**src/rtl/operand_fetch_stage.sv**
```systemverilog
// Operand fetch / issue stage: reads the register bank, bypasses same-cycle writebacks,
// tracks pending writes in a scoreboard and hands execute one registered operand packet.
module operand_fetch_stage #(
  parameter int unsigned DATA_W   = 64,
  parameter int unsigned ADDR_W   = 5,
  parameter int unsigned ZERO_REG = 31
) (
  input  logic              Clk,
  input  logic              Reset,
  input  logic              InValid,
  output logic              InReady,
  input  logic [ADDR_W-1:0] InAddrA,
  input  logic [ADDR_W-1:0] InAddrB,
  input  logic [ADDR_W-1:0] InAddrC,
  input  logic              InWrite,
  output logic [ADDR_W-1:0] RegAddrA,
  output logic [ADDR_W-1:0] RegAddrB,
  input  logic [DATA_W-1:0] RegDataA,
  input  logic [DATA_W-1:0] RegDataB,
  input  logic              WbValid,
  input  logic [ADDR_W-1:0] WbAddr,
  input  logic [DATA_W-1:0] WbData,
  output logic              OutValid,
  input  logic              OutReady,
  output logic [DATA_W-1:0] OutOpA,
  output logic [DATA_W-1:0] OutOpB,
  output logic [ADDR_W-1:0] OutAddrC,
  output logic              OutWrite
);

  localparam int unsigned NumRegs = 1 << ADDR_W;
  localparam logic [ADDR_W-1:0] ZeroAddr = ADDR_W'(ZERO_REG);

  logic [NumRegs-1:0] busy;
  logic [NumRegs-1:0] busyNext;
  logic               wbLive;
  logic               hitA;
  logic               hitB;
  logic               hitC;
  logic               hzA;
  logic               hzB;
  logic               hzC;
  logic               slotFree;
  logic               accept;
  logic               destWrite;
  logic [DATA_W-1:0]  opA;
  logic [DATA_W-1:0]  opB;

  assign RegAddrA = InAddrA;
  assign RegAddrB = InAddrB;

  // Hazard detection; a writeback landing this cycle resolves the hazard it targets.
  always_comb begin
    wbLive    = WbValid && (WbAddr != ZeroAddr);
    hitA      = wbLive && (WbAddr == InAddrA);
    hitB      = wbLive && (WbAddr == InAddrB);
    hitC      = wbLive && (WbAddr == InAddrC);
    destWrite = InWrite && (InAddrC != ZeroAddr);
    hzA       = (InAddrA != ZeroAddr) && busy[InAddrA] && !hitA;
    hzB       = (InAddrB != ZeroAddr) && busy[InAddrB] && !hitB;
    hzC       = destWrite && busy[InAddrC] && !hitC;
    slotFree  = !OutValid || OutReady;
    InReady   = slotFree && !hzA && !hzB && !hzC;
    accept    = InValid && InReady;
  end

  // Operand select: zero register, then bypass, then bank data.
  always_comb begin
    opA = RegDataA;
    opB = RegDataB;
    if (InAddrA == ZeroAddr) opA = '0;
    else if (hitA)           opA = WbData;
    if (InAddrB == ZeroAddr) opB = '0;
    else if (hitB)           opB = WbData;
  end

  // Scoreboard next state: set after clear so an issuing writer wins over a retiring one.
  always_comb begin
    busyNext = busy;
    if (wbLive)
      busyNext[WbAddr] = 1'b0;
    if (accept && destWrite)
      busyNext[InAddrC] = 1'b1;
    busyNext[ZeroAddr] = 1'b0;
  end

  always_ff @(posedge Clk or posedge Reset) begin
    if (Reset) begin
      busy <= '0;
    end else begin
      busy <= busyNext;
    end
  end

  // Output packet register; holds while execute back-pressures.
  always_ff @(posedge Clk or posedge Reset) begin
    if (Reset) begin
      OutValid <= 1'b0;
      OutOpA   <= '0;
      OutOpB   <= '0;
      OutAddrC <= '0;
      OutWrite <= 1'b0;
    end else if (accept) begin
      OutValid <= 1'b1;
      OutOpA   <= opA;
      OutOpB   <= opB;
      OutAddrC <= InAddrC;
      OutWrite <= destWrite;
    end else if (OutReady) begin
      OutValid <= 1'b0;
    end
  end

endmodule
```
**config.mk**
```make
export PLATFORM = sky130hd
export DESIGN_NAME = operand_fetch_stage
export DESIGN_NICKNAME = d
export VERILOG_FILES = /design/src/rtl/operand_fetch_stage.sv
export SDC_FILE = /design/constraint.sdc
export NUM_CORES = 1
export LEC_CHECK = 0
export CAP_MARGIN = 20
export CORE_AREA = 2 2 140 142
export CTS_CLUSTER_DIAMETER = 30
export DETAILED_ROUTE_END_ITERATION = 10
export DIE_AREA = 0 0 142 144
export PLACE_DENSITY_LB_ADDON = 0.05
export SETUP_SLACK_MARGIN = 0.15
export SLEW_MARGIN = 20
export SYNTH_ARGS = -nofsm -noshare
export SYNTH_HDL_FRONTEND = slang
export SYNTH_SLANG_ARGS = --single-unit
```
**constraint.sdc**
```tcl
create_clock -name Clk -period 11.9 [get_ports Clk]
set_input_delay 2.975 -clock Clk [delete_from_list [all_inputs] [get_ports Clk]]
set_output_delay 2.975 -clock Clk [all_outputs]
set_load 0.02 [all_outputs]
```
---- Yosys cells after proc, flatten, opt, wreduce, memory -nomap -nowiden ----
Cells that the tools add are included.
Widths: inputs -> output; s select.
storage, ports and cells
  bits in registers ....................... 166
  bits in latches ......................... 0
  RAM bits ................................ 0
  ROM bits ................................ 0
  input port bits ......................... 218
  logic and storage cells ................. 69
  memories ................................ 0
cells by class
  add/subtract/negate cells ............... 0
  $mul .................................... 0
  divide/modulo/power cells ............... 0
  magnitude comparators ................... 6
  equal/unequal tests ..................... 9
  shift-type cells ........................ 0
  multiplexer cells ....................... 18
  bitwise operators ....................... 3
  reductions and logical operators ........ 27
operators with widths
  cell                count
  $mux 64             4
  $mux 31             2
  $and 31x31->31      1
  $not 31->31         1
  $or 31x31->31       1
  $lt 5x6->1 const B  4
  $ne 5x5->1 const B  4
  $logic_and 1x1->1   18
  $bmux 1 s5          3
  $eq 5x5->1          3
  $demux 1 s5         2
  $eq 5x5->1 const B  2
  $ge 5x1->1 const B  2
  $logic_not 1->1     7
  $mux 1              7
  $reduce_bool 2->1   1
  $logic_or 1x1->1    1

---- Logic depth before layout (Yosys ltp) ----
  depth after elaboration ................. 12
  mapped depth ............................ 11

---- Worst setup path before layout ----
OpenSTA, ideal clock, no wires.
  path type ............................... input port to output port
  start point ............................. input port InAddrC[0]
  end point ............................... output port InReady
  data arrival time ....................... 4.533 ns
  data required time ...................... 8.925 ns
  path slack .............................. 4.392 ns
  cell stages on the path ................. 8
  buffers on the path ..................... 2
  cell sequence ........................... buf_2 -> buf_2 -> mux2i_1 -> o22ai_1 -> a222oi_1 -> and4_1 -> o21ai_1 -> nor2_1
between the ends
  cells in the longest elaborated chain, start to end .. 6
  elaborated cells between the ends (all ways) .. 11
  classes of those cells .................. 2 x eq/ne; 2 x mux; 7 x reduce/logical
RTL lines
  item                                                  RTL line  RTL
  from (decl)                                           14        input logic [ADDR_W-1:0] InAddrC,
  $bmux 1 s5 (tied with other cells)                    61        hzC = destWrite && busy[InAddrC] && !hitC;
  $mux 1 (implied by the code) (tied with other cells)  61
  $logic_and 1x1->1 or $logic_not 1->1 (tied branches)  61
  $logic_and 1x1->1 (*)                                 61
  $logic_not 1->1 (*)                                   63        InReady = slotFree && !hzA && !hzB && !hzC;
  $logic_and 1x1->1 (*)                                 63
  to (decl)                                             11        output logic InReady,
Mark *: on every way between the ends. The rest lies on a longest branch, timed or not. The select of a mux whose other input is x is not followed.

---- Worst setup path in the final report ----
  start point ............................. input port WbAddr[4]
  end point ............................... output port InReady
between the ends
  cells in the longest elaborated chain, start to end .. 9
  elaborated cells between the ends (all ways) .. 20
  classes of those cells .................. 4 x eq/ne; 16 x reduce/logical
RTL lines
  item                             RTL line  RTL
  from (decl)                      21        input logic [ADDR_W-1:0] WbAddr,
  $ne 5x5->1                       54        wbLive = WbValid && (WbAddr != ZeroAddr);
  $logic_and 1x1->1                54
  $logic_and 1x1->1                55        hitA = wbLive && (WbAddr == InAddrA);
  $logic_not 1->1                  59        hzA = (InAddrA != ZeroAddr) && busy[InAddrA] && !hitA;
  $logic_and 1x1->1                59
  $logic_not 1->1                  63
  $logic_and 1x1->1 (2 in series)  63
  $logic_and 1x1->1 (*)            63
Mark *: on every way between the ends. The rest lies on a longest branch, timed or not.

==> impl_metrics.ini <==
[worst_setup_path]
cp_slowest_cell = buf_4
crit_path_end_kind = output port
crit_path_max_incr_delay_ps = 700
cpMostUsedCell = clkdlybuf4s50_1
crit_path_max_fanout = 66
path_cells = clkdlybuf4s50_1 -> nand3_1 -> o21ai_0 -> nor4_2 -> buf_4 -> a2111oi_0 -> a31o_1 -> nor2_1 -> clkdlybuf4s50_1
worstSetupPathType = in2out
crit_required_ps = 8930
crit_path_start_kind = primary input
worst_ep_arrival_time_ps = 6440

[logic_synthesis]
ys.warnings.count = 0
synth-xor-area-share_pct = 1.49
synth_fa_ha_area_share_pct = 0
synth_ff_type = dfrtp_1
synth_mux_area_share_pct = 22.9
synth_top_family_by_area = multiplexers
yosys.area.top_type_share_pct = 47.1
synth-compound-area-share_pct = 19.6
yosys.area.top_type = dfrtp_1
synth-seq-cells = 166
synthArstFlopShare_pct = 100
synth_area_leaders = dfrtp_1 (47%), a22o_1 (13%), mux2_1 (12%)
netlist_instances = 707
synth_area_per_cell_um2 = 12.5
synth_edf_count = 0
synth_nets = 925
yosysSeqAreaShare_pct = 47.1
synthSimpleGateAreaFrac_pct = 3.96
syn_area_mm2 = 0.00882
synth_cell_types = 47

[die]
die_w_um = 142
rows = 51
die_h_um = 144
core_mm2 = 0.0191
start_util_pct = 46.2
die_area_mm2 = 0.0204
io_pins = 364

[cts]
root_buffer = clkbuf_16
cts_tree = done
ctsLongestPathBuffers = 2
clk_latency_ps = 420
clock_sinks = 166
cts.repair.resized = 0
cts_hold_buf = 0
cts_buffers = 17
postCtsSetupBuffers = 0
clkTransAtPathRegs_ps = 60
htreeDepth = 4

[timing]
slew_headroom_pct = 40.3
slew_violations = 0
final.setup.tns_ps = 0
rsz0062_at_grt = false
period_share_pct = 79.1
hold_viol = 0
fmax_mhz = 106
finClkSkew_ps = 13.5
worst_pin_slew_ps = 895
finalCriticalPeriod_ps = 9410
setup_violations = 0
whs_ps = 481

[grt]
overflow = 0
grt_pass1_wl_um = 46000
grt_antenna_before_repair = 6
grt_usage_pct = 29.9
grt_pass1_vias = 7555
grt_max_degree = 86

[power_and_ir_drop]
powerDensity_mw_per_mm2 = 170
p_leak_nw = 5.50
power_w = 0.00222
peakVddDrop_mv = 0.105

[final_layout]
drive_above_1_share_pct = 10.6
finalNonFillerCells = 1274
layout.nets = 1238
syn_to_final_growth_pct = 48.0
fillers = 1461
stdcell_area_mm2 = 0.0131

[hold_path]
hp-class = reg2reg

[route]
drt_iter0_drc = 503
ant_nets = 0
vias = 7496
route.detailed.drc = 0
wire_per_inst_um = 24.2
viasPerCell = 5.88
dr.pass1.iters = 5
drt_wl_total_um = 30900

[placed_design]
place_congestion = 0.924
post_dp_cell_area_mm2 = 0.0124
portBuffers = 363
dp_hpwl_um = 21900
place_inst = 1239

[outcome]
status = complete, no violations

[job]
maxCapViolations = 0
final timing paths:
path / to / cells after the start / slack [ps] / from
worst max-delay path: InReady / 9 / 2490 / WbAddr[4]
worst min-delay path: OutOpA[17] / 1 / 480 / OutOpA[17]
min in group asynchronous: OutOpB[56] / 2 / 3070 / Reset
max in group asynchronous: busy[20] / 3 / 7540 / Reset
worst max register to register: OutOpA[41] / 9 / 8260 / busy[18]
worst min register to register: OutOpA[17] / 1 / 480 / OutOpA[17]
power by group:
| part | switching (W) | internal, W |
|---|---|---|
| Combinational | 0.000412 | 0.000442 |
| Clock | 0.000233 | 0.000336 |
| Sequential | 0.0000826 | 0.000716 |
| Total | 0.000727 | 0.00149 |
metrics by stage:
stage	util [%]	setup slack, ps
floorplan	-	4390
global placement	65.2	2630
detailed placement	65.2	2560
CTS	68.3	2550
global route	68.4	2270
finish	68.4	2490
Yosys cell counts, drive strengths merged, types with 4 or more instances:
library cell	n
mux2i	18
dfrtp	166
clkbuf	44
nand3b	10
xnor2	11
buf	35
mux4	15
nand2	7
o41ai	4
xor2	4
mux2	133
a22o	128
o31ai	33
nor2	4
o22ai	4
nand3	11
o21ai	34
or3b	7
inv	4
layout make-up:
cell class                      count  area (um2)  share of cell area, %
Clock buffer                       20         447                   3.42
Timing Repair Buffer              373        3710                   28.4
Multi-Input combinational cell    457        4260                   32.6
Clock inverter                     11         149                   1.14
Inverter                            5        23.8                  0.182
Tap cell                          238         298                   2.28
Antenna cell                        4        10.0                 0.0767
Sequential cell                   166        4150                   31.8
state kept, by name, indices dropped and copies added, names as in the netlist:
register	cells
OutAddrC	5
OutOpA	64
OutValid	1
OutWrite	1
busy	31
OutOpB	64
metal layers:
layer | global-route usage, % | up-vias | share of wire (%)
li1 | - | 3362 | -
met1 | 37.5 | 3765 | 40
met2 | 50.3 | 325 | 51
met3 | 7.28 | 40 | 6.9
met4 | 11.2 | 4 | 2.0
met5 | 0 | - | 0.087
worst max-delay path: cells and delay by family:
kind                   cells  cell delay, ps
AOI/OAI and AO/OA          3             670
and+or+nand+nor            3             740
buffers and inverters      3            1990
cell usage in the layout, fill, tap and decap left out, types with 3 or more instances in the layout:
cell type | Yosys | final
a22o_1 | 128 | 128
bufinv_16 | 0 | 3
o31ai_1 | 33 | 33
inv_1 | 4 | 3
mux4_2 | 15 | 15
o41ai_1 | 4 | 4
mux2_1 | 91 | 91
clkbuf_16 | 0 | 17
dfrtp_1 | 166 | 166
or3b_2 | 6 | 6
mux2i_1 | 18 | 18
clkinvlp_4 | 0 | 3
and3_1 | 3 | 3
xnor2_1 | 11 | 11
buf_4 | 22 | 9
nand3_1 | 11 | 11
diode_2 | 0 | 4
o21ai_0 | 33 | 33
clkdlybuf4s50_1 | 0 | 363
xor2_1 | 4 | 4
nand2_1 | 7 | 7
inv_6 | 0 | 4
o22ai_1 | 4 | 4
mux2_2 | 42 | 42
nand3b_1 | 10 | 10
nor2_1 | 4 | 3
cells by family (layout without fill, tap and decap cells):
| logic type | count (synthesis) | count (layout) |
|---|---|---|
| AOI/OAI and AO/OA | 220 | 220 |
| muxes | 166 | 166 |
| DFF | 166 | 166 |
| buffers and inverters | 84 | 409 |
| and+or+nand+nor | 56 | 56 |
| xor gates and xnor gates | 15 | 15 |
| other | 0 | 4 |
No activity file was read; power rests on OpenSTA's default activity.
